$ cat src/rtl/serial_add_pkg.sv
// Shared types and defaults for the bit-serial adder.
package serial_add_pkg;

    typedef enum logic [1:0] {
        IDLE = 2'd0,
        RUN  = 2'd1,
        DONE = 2'd2
    } sadd_state_t;

    localparam int SADD_WIDTH_DEFAULT = 4;

endpackage

$ cat src/rtl/serial_add_if.sv
// Start/busy/done handshake and operand/result bus of the bit-serial adder.
interface serial_add_if
    import serial_add_pkg::*;
#(
    parameter int WIDTH = SADD_WIDTH_DEFAULT
);
    logic             start_i;
    logic [WIDTH-1:0] a_i;
    logic [WIDTH-1:0] b_i;
    logic             busy_o;
    logic             done_o;
    logic [WIDTH-1:0] sum_o;
    logic             carry_o;

    modport slave (
        input  start_i, a_i, b_i,
        output busy_o, done_o, sum_o, carry_o
    );

    modport master (
        output start_i, a_i, b_i,
        input  busy_o, done_o, sum_o, carry_o
    );
endinterface

$ cat src/rtl/serial_add_full_add.sv
// One-bit full adder: two half adders chained, carries merged by OR.
module serial_add_full_add (
    input  logic a_i,
    input  logic b_i,
    input  logic c_i,
    output logic sum_o,
    output logic carry_o
);
    logic s0;
    logic c0;
    logic c1;

    serial_add_half_add u_ha0 (
        .a_i     (a_i),
        .b_i     (b_i),
        .sum_o   (s0),
        .carry_o (c0)
    );

    serial_add_half_add u_ha1 (
        .a_i     (s0),
        .b_i     (c_i),
        .sum_o   (sum_o),
        .carry_o (c1)
    );

    assign carry_o = c0 | c1;
endmodule

$ cat src/rtl/serial_add_half_add.sv
// One-bit half adder, building block of the serial full adder.
module serial_add_half_add (
    input  logic a_i,
    input  logic b_i,
    output logic sum_o,
    output logic carry_o
);
    assign sum_o   = a_i ^ b_i;
    assign carry_o = a_i & b_i;
endmodule

$ cat src/rtl/serial_add.sv
// Bit-serial unsigned adder, LSB first, one bit per clock through a registered carry.
// Results land in sum_o/carry_o only on entry to DONE, so they are never partial.
module serial_add
    import serial_add_pkg::*;
#(
    parameter int WIDTH = SADD_WIDTH_DEFAULT
) (
    input  logic         clk_i,
    input  logic         rst_ni,
    serial_add_if.slave  bus
);
    localparam int CW = (WIDTH > 1) ? $clog2(WIDTH) : 1;
    localparam logic [CW-1:0] CNT_LAST = CW'(WIDTH - 1);

    sadd_state_t      state_q, state_d;
    logic [WIDTH-1:0] a_q, a_d;
    logic [WIDTH-1:0] b_q, b_d;
    logic [WIDTH-1:0] res_q, res_d;
    logic             c_q, c_d;
    logic [CW-1:0]    cnt_q, cnt_d;
    logic [WIDTH-1:0] sum_q, sum_d;
    logic             carry_q, carry_d;

    logic fa_s;
    logic fa_c;

    serial_add_full_add u_fa (
        .a_i     (a_q[0]),
        .b_i     (b_q[0]),
        .c_i     (c_q),
        .sum_o   (fa_s),
        .carry_o (fa_c)
    );

    always_ff @(posedge clk_i) begin
        if (!rst_ni) begin
            state_q <= IDLE;
            a_q     <= '0;
            b_q     <= '0;
            res_q   <= '0;
            c_q     <= 1'b0;
            cnt_q   <= '0;
            sum_q   <= '0;
            carry_q <= 1'b0;
        end else begin
            state_q <= state_d;
            a_q     <= a_d;
            b_q     <= b_d;
            res_q   <= res_d;
            c_q     <= c_d;
            cnt_q   <= cnt_d;
            sum_q   <= sum_d;
            carry_q <= carry_d;
        end
    end

    always_comb begin
        state_d = state_q;
        a_d     = a_q;
        b_d     = b_q;
        res_d   = res_q;
        c_d     = c_q;
        cnt_d   = cnt_q;
        sum_d   = sum_q;
        carry_d = carry_q;
        case (state_q)
            IDLE, DONE: begin
                if (bus.start_i) begin
                    a_d     = bus.a_i;
                    b_d     = bus.b_i;
                    res_d   = '0;
                    c_d     = 1'b0;
                    cnt_d   = '0;
                    state_d = RUN;
                end else begin
                    state_d = IDLE;
                end
            end
            RUN: begin
                // Sum bits enter at the MSB so the LSB lands in bit 0 after WIDTH shifts.
                a_d   = a_q >> 1;
                b_d   = b_q >> 1;
                res_d = {fa_s, res_q[WIDTH-1:1]};
                c_d   = fa_c;
                if (cnt_q == CNT_LAST) begin
                    sum_d   = {fa_s, res_q[WIDTH-1:1]};
                    carry_d = fa_c;
                    state_d = DONE;
                end else begin
                    cnt_d = cnt_q + 1'b1;
                end
            end
            default: state_d = IDLE;
        endcase
    end

    assign bus.busy_o  = (state_q == RUN);
    assign bus.done_o  = (state_q == DONE);
    assign bus.sum_o   = sum_q;
    assign bus.carry_o = carry_q;
endmodule

$ cat src/flat_wrapper.sv
// flat-port wrapper written by rule: the top's interface ports become plain ports
module serial_add_flat import serial_add_pkg::*;
#(
    parameter int WIDTH = SADD_WIDTH_DEFAULT
)
  (clk_i, rst_ni, bus_start_i, bus_a_i, bus_b_i, bus_busy_o, bus_done_o, bus_sum_o, bus_carry_o);
  serial_add_if #(.WIDTH(WIDTH)) bus_i ();
  input  logic clk_i;
  input  logic rst_ni;
  input wire logic [$bits(bus_i.start_i)-1:0] bus_start_i;
  input wire logic [$bits(bus_i.a_i)-1:0] bus_a_i;
  input wire logic [$bits(bus_i.b_i)-1:0] bus_b_i;
  output wire logic [$bits(bus_i.busy_o)-1:0] bus_busy_o;
  output wire logic [$bits(bus_i.done_o)-1:0] bus_done_o;
  output wire logic [$bits(bus_i.sum_o)-1:0] bus_sum_o;
  output wire logic [$bits(bus_i.carry_o)-1:0] bus_carry_o;
  assign bus_i.start_i = bus_start_i;
  assign bus_i.a_i = bus_a_i;
  assign bus_i.b_i = bus_b_i;
  assign bus_busy_o = bus_i.busy_o;
  assign bus_done_o = bus_i.done_o;
  assign bus_sum_o = bus_i.sum_o;
  assign bus_carry_o = bus_i.carry_o;
  serial_add #(.WIDTH(WIDTH)) u_core (.clk_i(clk_i), .rst_ni(rst_ni), .bus(bus_i));
endmodule
$ cat config.mk
export PLATFORM = sky130hd
export DESIGN_NAME = serial_add_flat
export DESIGN_NICKNAME = d
export VERILOG_FILES = /design/src/rtl/serial_add_pkg.sv /design/src/rtl/serial_add_if.sv /design/src/rtl/serial_add_full_add.sv /design/src/rtl/serial_add_half_add.sv /design/src/rtl/serial_add.sv /design/src/flat_wrapper.sv
export SDC_FILE = /design/constraint.sdc
export NUM_CORES = 1
export LEC_CHECK = 0
export CORE_ASPECT_RATIO = 0.7
export CORE_UTILIZATION = 50
export CTS_BUF_LIST = sky130_fd_sc_hd__clkbuf_4 sky130_fd_sc_hd__clkbuf_8
export DETAILED_ROUTE_END_ITERATION = 10
export HOLD_SLACK_MARGIN = 0.1
export PLACE_DENSITY = 0.8
export SLEW_MARGIN = 40
export SYNTH_ARGS = -nofsm -noshare
export SYNTH_HDL_FRONTEND = slang
export SYNTH_HIERARCHICAL = 1
export SYNTH_SLANG_ARGS = --single-unit
$ cat constraint.sdc
create_clock -name clk_i -period 3.2 [get_ports clk_i]
set_input_delay 0.64 -clock clk_i [delete_from_list [all_inputs] [get_ports clk_i]]
set_output_delay 0.64 -clock clk_i [all_outputs]
set_load 0.05 [all_outputs]
==> qor.txt, run 1 <==
status: complete, no violations
Mapped Cells: 105
switching part of the total: 24.9%
DRC: 0
I/O pin cnt: 18
clk_lat worst skew: 0.30 ns
reported max-cap violation count: 0
max-slew violations: 0
Post-Syn Area per Cell: 9.38 um^2
Post-CTS Setup Inserts: 0
Die X-Extent: 55.0 um
Clock Skew: 0.00479 ns
kind of critical path: register to output port
number of buffers created by CTS: 3
count of input and output buffers: 17
total via count after detailed routing: 748
global-route usage over all layers: 17.7%
sort of element at the end of the critical path: output port
floorplan core area: 1850 um^2
Setup crit start kind: register
aggregate global routing overflow: 0
CTS sink cnt: 21
top flip-flop cell by instance count after synthesis: sky130_fd_sc_hd__dfxtp_1
number of enable-type register cells in the synthesized netlist: 0
die area: 2150 um^2
post-layout minimum cycle time: 2.44 ns
fraction of power consumed by combinational cells: 14.8%
crit-path max FO: 11
unrepaired setup endpoints after global routing: no
Initial Util: 53.1%
Gates resized, CTS repair: 0
Highest Clock Rate: 411 MHz
transition at the pin with the smallest max-transition slack: 0.587 ns
Clock Pin Slew Worst Setup and Hold Paths: 0.11 ns
maximum cell stage delay along the critical path: 0.81 ns
Die H: 39.1 um
drt first-iter violations: 10
sequential share of power: 58.0%
remaining max-slew budget at the tightest pin: 60.8%
ratio of final minimum period to clock period: 76.1%
fin nets: 134
vias per cell: 5.30
TritonCTS clock tree: built
pin count of the biggest net entering global routing: 22
clock root buffer: sky130_fd_sc_hd__clkbuf_4
Distinct cells, synth: 27
data arrival time of the worst path: 1.80 ns
std cell rows: 13
Critical Path Slowest Stage Cell: sky130_fd_sc_hd__clkdlybuf4s50_1
hold buffer count at CTS: 0
cell-by-cell trace of the critical path: nand2b_1, inv_6, clkdlybuf4s50_1
sum of negative setup slack: 0 ns
clock buffer depth: 2
core utilization of the finished layout: 61.8%
synthesis-to-finish area growth: 16.4%
wire length per cell after detailed routing: 11.3 um
Synth Register Bits: 21
fraction of layout cells with a size suffix above 1: 16.0%
LEAKAGE: 0.408 nW
reported net switching power: 121 uW
initial antenna violation count: 0
proportion of synthesized chip area in sequential cells: 42.7%
total wirelength of the detailed-routed design: 1.60 mm
net count after synthesis: 119
internal power summed over all cells: 364 uW
classification of the worst-slack hold path: register to register
level count of the clock H-tree: 1
Final setup viols: 0
final weighted congestion in routability-driven placement: 0.710
Clk pwr share: 27.2%
ANT nets after route: 0
final count of hold timing violations: 0
vias in the first global route: 581
critical path data required time: 2.56 ns
wire length of the first global-routing pass: 2.55 mm
diode count: 0
number of detailed-route iterations in the first pass: 4
Syn Std Cell Area: 985 um^2
power per cell area: 423 nW/um^2
Post-synth ARST share: 0%
Yosys warning count: 6
worst-case vdd ir drop: 0.315 mV
worst hold margin: 0.465 ns
==> cell usage after synthesis, types with 2 or more instances <==
cell                        n  area (um^2)
sky130_fd_sc_hd__a21boi_2   6         67.6
sky130_fd_sc_hd__dfxtp_1   21          420
sky130_fd_sc_hd__o21ai_0    2         10.0
sky130_fd_sc_hd__nand2_1   24         90.1
sky130_fd_sc_hd__ha_1       3         37.5
sky130_fd_sc_hd__clkbuf_1   2         7.51
sky130_fd_sc_hd__nand2b_1   2         12.5
sky130_fd_sc_hd__o21ai_1    4         20.0
sky130_fd_sc_hd__buf_4      2         15.0
sky130_fd_sc_hd__a31oi_1    6         37.5
sky130_fd_sc_hd__nand3_1    7         35.0
sky130_fd_sc_hd__nand3_2    4         40.0
sky130_fd_sc_hd__a21boi_1   6         45.0
sky130_fd_sc_hd__nand3b_1   3         22.5
==> cells in the final DEF (no fill, tap or decap), types with 2 or more instances in the layout <==
cell / Yosys / final
sky130_fd_sc_hd__a21boi_1: 6 / 6
sky130_fd_sc_hd__a21boi_2: 6 / 6
sky130_fd_sc_hd__a31oi_1: 6 / 6
sky130_fd_sc_hd__clkbuf_4: 0 / 4
sky130_fd_sc_hd__clkdlybuf4s50_1: 0 / 17
sky130_fd_sc_hd__dfxtp_1: 21 / 21
sky130_fd_sc_hd__ha_1: 3 / 3
sky130_fd_sc_hd__nand2_1: 24 / 24
sky130_fd_sc_hd__nand2b_1: 2 / 2
sky130_fd_sc_hd__nand3_1: 7 / 7
sky130_fd_sc_hd__nand3_2: 4 / 4
sky130_fd_sc_hd__nand3b_1: 3 / 3
sky130_fd_sc_hd__o21ai_0: 2 / 2
sky130_fd_sc_hd__o21ai_1: 4 / 4
==> power by group through the flow <==
stage / Combinational, mW / Sequential, mW / Clock (mW)
floorplan: 0.0597 / 0.286 / 0
global placement: 0.0703 / 0.287 / 0
detailed placement: 0.0718 / 0.288 / 0
CTS: 0.0720 / 0.281 / 0.138
global route: 0.0794 / 0.283 / 0.149
finish: 0.0718 / 0.281 / 0.132
==> final cells by class <==
type | instances | area (um^2)
repair buffers | 18 | 178
flip-flops and latches | 21 | 420
well taps | 22 | 27.5
inverters | 1 | 8.76
multi-input cells | 75 | 482
clock buffers | 4 | 30.0
fillers | 182 | 708
==> sequential cells by signal, summed over array words and instances, names as in the netlist <==
register / flops
u_core/a_q: 4
u_core/b_q: 4
u_core/bus.carry_o: 1
u_core/bus.sum_o: 4
u_core/c_q: 1
u_core/cnt_q: 2
u_core/res_q: 3
u_core/state_q: 2
==> cell families (layout without fill, tap and decap cells) <==
group,after synthesis,after routing,share of synthesized area [%]
buffers and inverters,9,23,8.39
flip-flops,21,21,42.7
AO/OA/AOI/OAI,26,26,19.8
AND/OR/NAND/NOR,46,46,25.3
adder cells (fa/ha/maj),3,3,3.81
==> per-layer routing <==
layer / wire length (um) / up-vias / part of all wire (%) / track usage [%]
met4: 9 / 0 / 0.56 / 1.88
met1: 728 / 335 / 46 / 21.9
met5: 0 / - / 0 / 0
li1: - / 387 / - / -
met3: 106 / 2 / 6.6 / 8.24
met2: 755 / 24 / 47 / 28.9
==> final timing paths <==
path	from	end	slack [ns]	cells after the start
max reg2reg	u_core/a_q[0]	u_core/bus.carry_o	1.87	5
min reg2reg	u_core/res_q[1]	u_core/bus.sum_o[0]	0.46	2
min	u_core/res_q[1]	u_core/bus.sum_o[0]	0.46	2
max	u_core/state_q[1]	bus_busy_o	0.76	3
==> metrics by stage <==
step | power (mW) | setup slack (ns) | instance area [um^2] | instances
4_1_cts | 0.491 | 0.753 | 1150 | 141
3_5_place_dp | 0.359 | 1.09 | 1120 | 137
2_1_floorplan | 0.345 | 1.78 | 985 | 105
5_1_grt | 0.512 | 0.631 | 1150 | 141
3_3_place_gp | 0.357 | 1.11 | 1120 | 137
6_report | 0.485 | 0.764 | 1150 | 141
==> worst max-delay path, delay by kind of cell (launching register included) <==
family                 cells  cell delay (ns)
and+or+nand+nor            1             0.21
buffers and inverters      2             0.94
DFF                        1             0.35
Note: power is estimated with default switching activity, not from simulation.
==> inputs of run 2 (changes only) <==
Settings changed: CORE_UTILIZATION 50 to 48.
Clock period 3.2 ns to 2.1 ns, I/O delays scaled along.
==> run 2 against run 1 <==
Effect of this change: final area up 1.7%; first-iteration DRC count down 10%; clock skew decreased by 0.0044 ns; sequential share of layout area down 0.63 points; worst hold slack about the same; critical path depth is 2 lower; sequential power up 53%; worst setup slack worse by 0.53 ns; register-to-register slack worse by 1.1 ns; core utilization barely moved; power up 54%; routed wire length rose by 6.1%; critical path type unchanged; largest power group unchanged.
==> qor.txt, run 2 (synthesis gave the netlist of run 1 again) <==
clock root buffer: sky130_fd_sc_hd__clkbuf_4
DP Wirelength: 1.22 mm
global-route usage over all layers: 16.4% (-1.4 points)
power per cell area: 641 nW/um^2 (+52%)
drt first-iter violations: 9 (-1)
critical path data required time: 1.68 ns (-0.88 ns)
worst-case vdd ir drop: 0.502 mV (+59%)
leading cell type in the layout, fill and taps excluded: sky130_fd_sc_hd__nand2_1
total via count after detailed routing: 747 (-0.13%)
Die H: 39.9 um (+2.0%)
max-slew violations: 0 (unchanged)
leading cell types in the layout, fill and taps excluded: 24 x sky130_fd_sc_hd__nand2_1, 21 x sky130_fd_sc_hd__dfxtp_1, 15 x sky130_fd_sc_hd__clkdlybuf4s50_1
beginning of the worst hold path: u_core/res_q[1]
die area: 2240 um^2 (+4.0%)
sort of element at the end of the critical path: output port
ratio of final minimum period to clock period: 88.7%
Setup crit start kind: register
classification of the worst-slack hold path: register to register
Gates resized, CTS repair: 0 (unchanged)
start of the worst register-to-register path: u_core/cnt_q[0]
Clock Pin Slew Worst Setup and Hold Paths: 0.11 ns (about the same)
wire length per cell after detailed routing: 12.0 um (+5.4%)
reported max-cap violation count: 0 (unchanged)
TritonCTS clock tree: built
clock buffer depth: 2 (unchanged)
Clock Skew: 0.000400 ns (-0.00439 ns)
Highest Clock Rate: 537 MHz
remaining max-slew budget at the tightest pin: 60.8% (about the same)
routed length on met1: 792 um (+8.8%)
std cell rows: 13 (unchanged)
Setup Slack @ Placement: 0.354 ns (-0.739 ns)
wire length of the first global-routing pass: 2.63 mm (+3.2%)
Post-CTS Setup Inserts: 0 (unchanged)
I/O pin cnt: 18 (unchanged)
kind of critical path: register to output port
aggregate global routing overflow: 0 (unchanged)
level count of the clock H-tree: 1 (unchanged)
Initial Util: 52.2% (-0.92 points)
wire length on met3: 95 um (-10%)
status: complete, no violations
clk_lat worst skew: 0.30 ns (about the same)
synthesis-to-finish area growth: 18.4%
buffers plus inverters on the worst setup path: 1 (-1)
Worst Setup Slack, final: 0.236 ns (-0.528 ns)
uppermost signal routing layer after detailed routing: met4
crit path launch: u_core/bus.carry_o
initial antenna violation count: 0 (unchanged)
CP delay by family, top: buffers and inverters
total wirelength of the detailed-routed design: 1.70 mm (+6.1%)
final count of hold timing violations: 0 (unchanged)
vias in the first global route: 596 (+2.6%)
fin nets: 135 (+0.75%)
final weighted congestion in routability-driven placement: 0.713 (+0.52%)
Met2 Routed Length: 792 um (+4.9%)
post-layout minimum cycle time: 1.86 ns
fraction of layout cells with a size suffix above 1: 17.5% (+1.5 points)
data arrival time of the worst path: 1.44 ns (-0.36 ns)
Final setup viols: 0 (unchanged)
cell-by-cell trace of the critical path: clkdlybuf4s50_1
CTS sink cnt: 21 (unchanged)
hold buffer count at CTS: 0 (unchanged)
transition at the pin with the smallest max-transition slack: 0.586 ns (-0.000326 ns)
DRC: 0 (unchanged)
sum of negative setup slack: 0 ns (unchanged)
number of buffers created by CTS: 3 (unchanged)
vias per cell: 5.26 (-0.84%)
pin count of the biggest net entering global routing: 22 (unchanged)
count of input and output buffers: 17 (unchanged)
Die X-Extent: 56.1 um (+2.0%)
crit-path max FO: 2 (-9)
floorplan core area: 1890 um^2 (+1.8%)
ANT nets after route: 0 (unchanged)
number of detailed-route iterations in the first pass: 4 (unchanged)
diode count: 0 (unchanged)
Critical Path Slowest Stage Cell: sky130_fd_sc_hd__clkdlybuf4s50_1
maximum cell stage delay along the critical path: 0.80 ns (about the same)
LEAKAGE: 0.437 nW (+7.1%)
unrepaired setup endpoints after global routing: no
run 2: cell count changes in the layout (fill, tap and decap cells not counted):
cell                              previous run  this run
sky130_fd_sc_hd__dlymetal6s2s_1              0         1
sky130_fd_sc_hd__buf_4                       1         2
sky130_fd_sc_hd__clkdlybuf4s50_1            17        15
sky130_fd_sc_hd__buf_12                      0         1
run 2: metrics by stage:
stage / hold WS (ns) / util, % / cells / area, um^2 / power [mW]
global placement: 0.448 / 60.1 / 138 / 1130 / 0.551
global route: 0.485 / 61.8 / 142 / 1170 / 0.788
CTS: 0.471 / 61.7 / 142 / 1160 / 0.758
detailed placement: 0.455 / 60.1 / 138 / 1130 / 0.555
finish: 0.465 / 61.8 / 142 / 1170 / 0.748
floorplan: 0.439 / - / 105 / 985 / 0.526
run 2: final cells by class:
type / instances / area, um^2
flip-flops and latches: 21 / 420
well taps: 22 / 27.5
clock buffers: 4 / 30.0
repair buffers: 19 / 198
inverters: 1 / 8.76
multi-input cells: 75 / 482
fillers: 177 / 721
run 2: path summary, 6_finish.rpt:
path,slack (ns),endpoint,cells after the start
max reg2reg,0.75,u_core/bus.carry_o,4
min reg2reg,0.47,u_core/bus.sum_o[0],2
max,0.24,bus_carry_o,1
min,0.47,u_core/bus.sum_o[0],2
run 2: where the power goes:
group          switching [mW]  leakage (nW)  internal [mW]
clock network           0.114        0.0184         0.0870
registers              0.0112         0.171          0.417
logic                  0.0619         0.247         0.0562
total                   0.187         0.437          0.561
run 2: per-layer routing:
metal | up-vias | track usage [%]
met5 | - | 0
met1 | 332 | 19.8
met3 | 2 | 6.93
met4 | 0 | 6.10
li1 | 393 | -
met2 | 20 | 26.5
==> inputs of run 3 (changes only) <==
Settings changed: ABC_AREA set to 1, CELL_PAD_IN_SITES_DETAIL_PLACEMENT set to 0, CELL_PAD_IN_SITES_GLOBAL_PLACEMENT set to 1, CORE_UTILIZATION 48 to 34, PLACE_DENSITY 0.8 to 0.79, SKIP_CTS_REPAIR_TIMING set to 1.
==> run 3 against run 2 <==
Effect of this change: worst hold slack better by 0.0038 ns; count of clock-buffer cells in the layout is the same; sequential share of layout area rose by 0.19 points; critical path type unchanged; largest power group unchanged.
==> qor.txt, run 3 <==
drt first-iter violations: 21 (+12)
Clk pwr share: 32.2% (+5.3 points)
ratio of final minimum period to clock period: 93.5% (+4.8 points)
sequential share of power: 52.4% (-4.9 points)
leading cell types in the layout, fill and taps excluded: 24 x sky130_fd_sc_hd__nand2_1, 23 x sky130_fd_sc_hd__nand3_1, 21 x sky130_fd_sc_hd__dfxtp_1
diode count: 0 (unchanged)
max-slew violations: 0 (unchanged)
reported max-cap violation count: 0 (unchanged)
reported net switching power: 202 uW (+7.8%)
CTS sink cnt: 21 (unchanged)
Post-synth ARST share: 0% (unchanged)
Clock Pin Slew Worst Setup and Hold Paths: 0.07 ns (-0.04 ns)
number of enable-type register cells in the synthesized netlist: 0 (unchanged)
final weighted congestion in routability-driven placement: 0.704 (-1.2%)
fin nets: 156 (+16%)
fraction of layout cells with a size suffix above 1: 7.09% (-10 points)
clk_lat worst skew: 0.25 ns (-0.05 ns)
crit-path max FO: 3 (+1)
storage element area: 420 um^2 (unchanged)
transition at the pin with the smallest max-transition slack: 0.494 ns (-0.0929 ns)
switching part of the total: 24.6% (-0.47 points)
Die H: 46.1 um (+16%)
cell-by-cell trace of the critical path: inv_1, nor2_1, clkdlybuf4s50_1
sum of negative setup slack: 0 ns (unchanged)
status: complete, no violations
Die X-Extent: 65 um (+16%)
leading cell type in the layout, fill and taps excluded: sky130_fd_sc_hd__nand2_1
most area-hungry cell type in the Yosys netlist: sky130_fd_sc_hd__dfxtp_1
vias per cell: 4.48 (-15%)
Post-Syn Area per Cell: 7.62 um^2 (-19%)
I/O pin cnt: 18 (unchanged)
initial antenna violation count: 0 (unchanged)
wire length per cell after detailed routing: 9.87 um (-17%)
Synth Register Bits: 21 (unchanged)
clock root buffer: sky130_fd_sc_hd__clkbuf_8
floorplan core area: 2550 um^2 (+35%)
proportion of synthesized chip area in sequential cells: 44.5% (+1.8 points)
Initial Util: 37.0% (-15 points)
Highest Clock Rate: 509 MHz (-5.1%)
Final setup viols: 0 (unchanged)
post-layout minimum cycle time: 1.96 ns (+0.100 ns)
maximum cell stage delay along the critical path: 0.81 ns (about the same)
total wirelength of the detailed-routed design: 1.73 mm (+1.8%)
pin count of the biggest net entering global routing: 23 (+4.5%)
largest cells by area after synthesis: sky130_fd_sc_hd__dfxtp_1 45%, sky130_fd_sc_hd__nand3_1 12%, sky130_fd_sc_hd__nand2_1 9.5%
die area: 3000 um^2 (+34%)
area share of the largest cell type after synthesis: 44.5% (+1.8 points)
data arrival time of the worst path: 1.54 ns (+0.10 ns)
top cells by instance count after synthesis: 24 x sky130_fd_sc_hd__nand2_1, 23 x sky130_fd_sc_hd__nand3_1, 21 x sky130_fd_sc_hd__dfxtp_1
net count after synthesis: 138 (+16%)
unrepaired setup endpoints after global routing: no
DRC: 0 (unchanged)
total via count after detailed routing: 784 (+5.0%)
Mapped Cells: 124 (+18%)
wire length of the first global-routing pass: 3.00 mm (+14%)
level count of the clock H-tree: 1 (unchanged)
ANT nets after route: 0 (unchanged)
vias in the first global route: 702 (+18%)
fraction of power consumed by combinational cells: 15.5% (-0.3 points)
DP Wirelength: 1.22 mm (-0.51%)
LEAKAGE: 0.498 nW (+14%)
multi-input gate area in the final layout: 404 um^2 (-16%)
critical path data required time: 1.68 ns (about the same)
synthesis-to-finish area growth: 22.8%
worst-case vdd ir drop: 0.366 mV (-27%)
Syn Std Cell Area: 945 um^2 (-4.1%)
internal power summed over all cells: 620 uW (+11%)
number of inserted filler cells in the final layout: 273 (+54%)
Yosys warning count: 6 (unchanged)
dominant cell by count in the synthesized netlist: sky130_fd_sc_hd__nand2_1
global-route usage over all layers: 13.4% (-3.0 points)
Distinct cells, synth: 18 (-33%)
TritonCTS clock tree: built
top flip-flop cell by instance count after synthesis: sky130_fd_sc_hd__dfxtp_1
std cell rows: 15 (+2)
Critical Path Slowest Stage Cell: sky130_fd_sc_hd__clkdlybuf4s50_1
power per cell area: 708 nW/um^2 (+10%)
classification of the worst-slack hold path: register to register
number of buffers created by CTS: 3 (unchanged)
core utilization of the finished layout: 45.4% (-16 points)
final count of hold timing violations: 0 (unchanged)
count of input and output buffers: 17 (unchanged)
clock buffer depth: 2 (unchanged)
Setup crit start kind: register
sort of element at the end of the critical path: output port
number of detailed-route iterations in the first pass: 4 (unchanged)
remaining max-slew budget at the tightest pin: 67.0% (+6.2 points)
aggregate global routing overflow: 0 (unchanged)
kind of critical path: register to output port
Clock Skew: 0.00170 ns (+0.00130 ns)
-- run 3: changes by cell type after synthesis, moves of 2 or more --
cell,delta
sky130_fd_sc_hd__clkbuf_1,-2
sky130_fd_sc_hd__inv_1,+16
sky130_fd_sc_hd__a31oi_1,-6
sky130_fd_sc_hd__a21boi_1,-6
sky130_fd_sc_hd__a21oi_1,+9
sky130_fd_sc_hd__o21ai_1,-4
sky130_fd_sc_hd__nor3_1,+6
sky130_fd_sc_hd__nor2_1,+10
sky130_fd_sc_hd__nand3_1,+16
sky130_fd_sc_hd__nand2b_1,-2
sky130_fd_sc_hd__nand3_2,-4
sky130_fd_sc_hd__a21boi_2,-6
-- run 3: critical path, delay by kind of cell, from the launching register on --
family / cells / cell delay [ns]
flops: 1 / 0.32
simple gates: 1 / 0.09
buf+inv: 2 / 0.89
-- run 3: cell type report --
cell class / instances / share of cell area (%)
well taps: 34 / 3.67
multi-input cells: 81 / 34.8
flip-flops and latches: 21 / 36.2
clock buffers: 4 / 4.21
inverters: 17 / 5.93
repair buffers: 18 / 15.1
-- run 3: path summary, 6_finish.rpt --
path	from	end	slack (ns)	cells after the start
hold / removal	u_core/bus.carry_o	u_core/bus.carry_o	0.47	2
setup reg to reg	u_core/state_q[0]	u_core/a_q[1]	0.92	5
setup / recovery	u_core/state_q[1]	bus_done_o	0.14	3
hold reg to reg	u_core/bus.carry_o	u_core/bus.carry_o	0.47	2
-- run 3: through the flow --
step                      cell area [um^2]  instances  worst slack (ns)  hold slack [ns]  total power [mW]
after global routing                  1160        175            0.0566            0.486             0.876
after floorplan                        945        124             0.670            0.439             0.539
after global placement                1110        171             0.424            0.462             0.565
after detailed placement              1110        171             0.427            0.464             0.567
final                                 1160        175             0.136            0.469             0.822
after CTS                             1160        175             0.121            0.474             0.835
-- run 3: power groups by stage --
stage	Combinational [mW]	Sequential, mW	Clock, mW
global route	0.145	0.433	0.298
CTS	0.129	0.430	0.277
floorplan	0.101	0.437	0
finish	0.127	0.430	0.264
global placement	0.126	0.438	0
detailed placement	0.128	0.439	0
-- run 3: logic make-up (layout without fill, tap and decap cells) --
logic type,after synthesis,in the layout,share of synthesized area (%)
compound gates,10,10,5.30
buf+inv,22,39,12.7
simple gates,68,68,33.5
fa+ha+maj,3,3,3.97
flops,21,21,44.5
-- run 3: layer usage --
layer / up-vias / track usage [%] / share of wire, %
li1: 435 / - / -
met1: 336 / 16.5 / 53
met2: 11 / 22.5 / 43
met3: 2 / 5.20 / 3.8
met4: 0 / 2.67 / 0.41
met5: - / 0 / 0
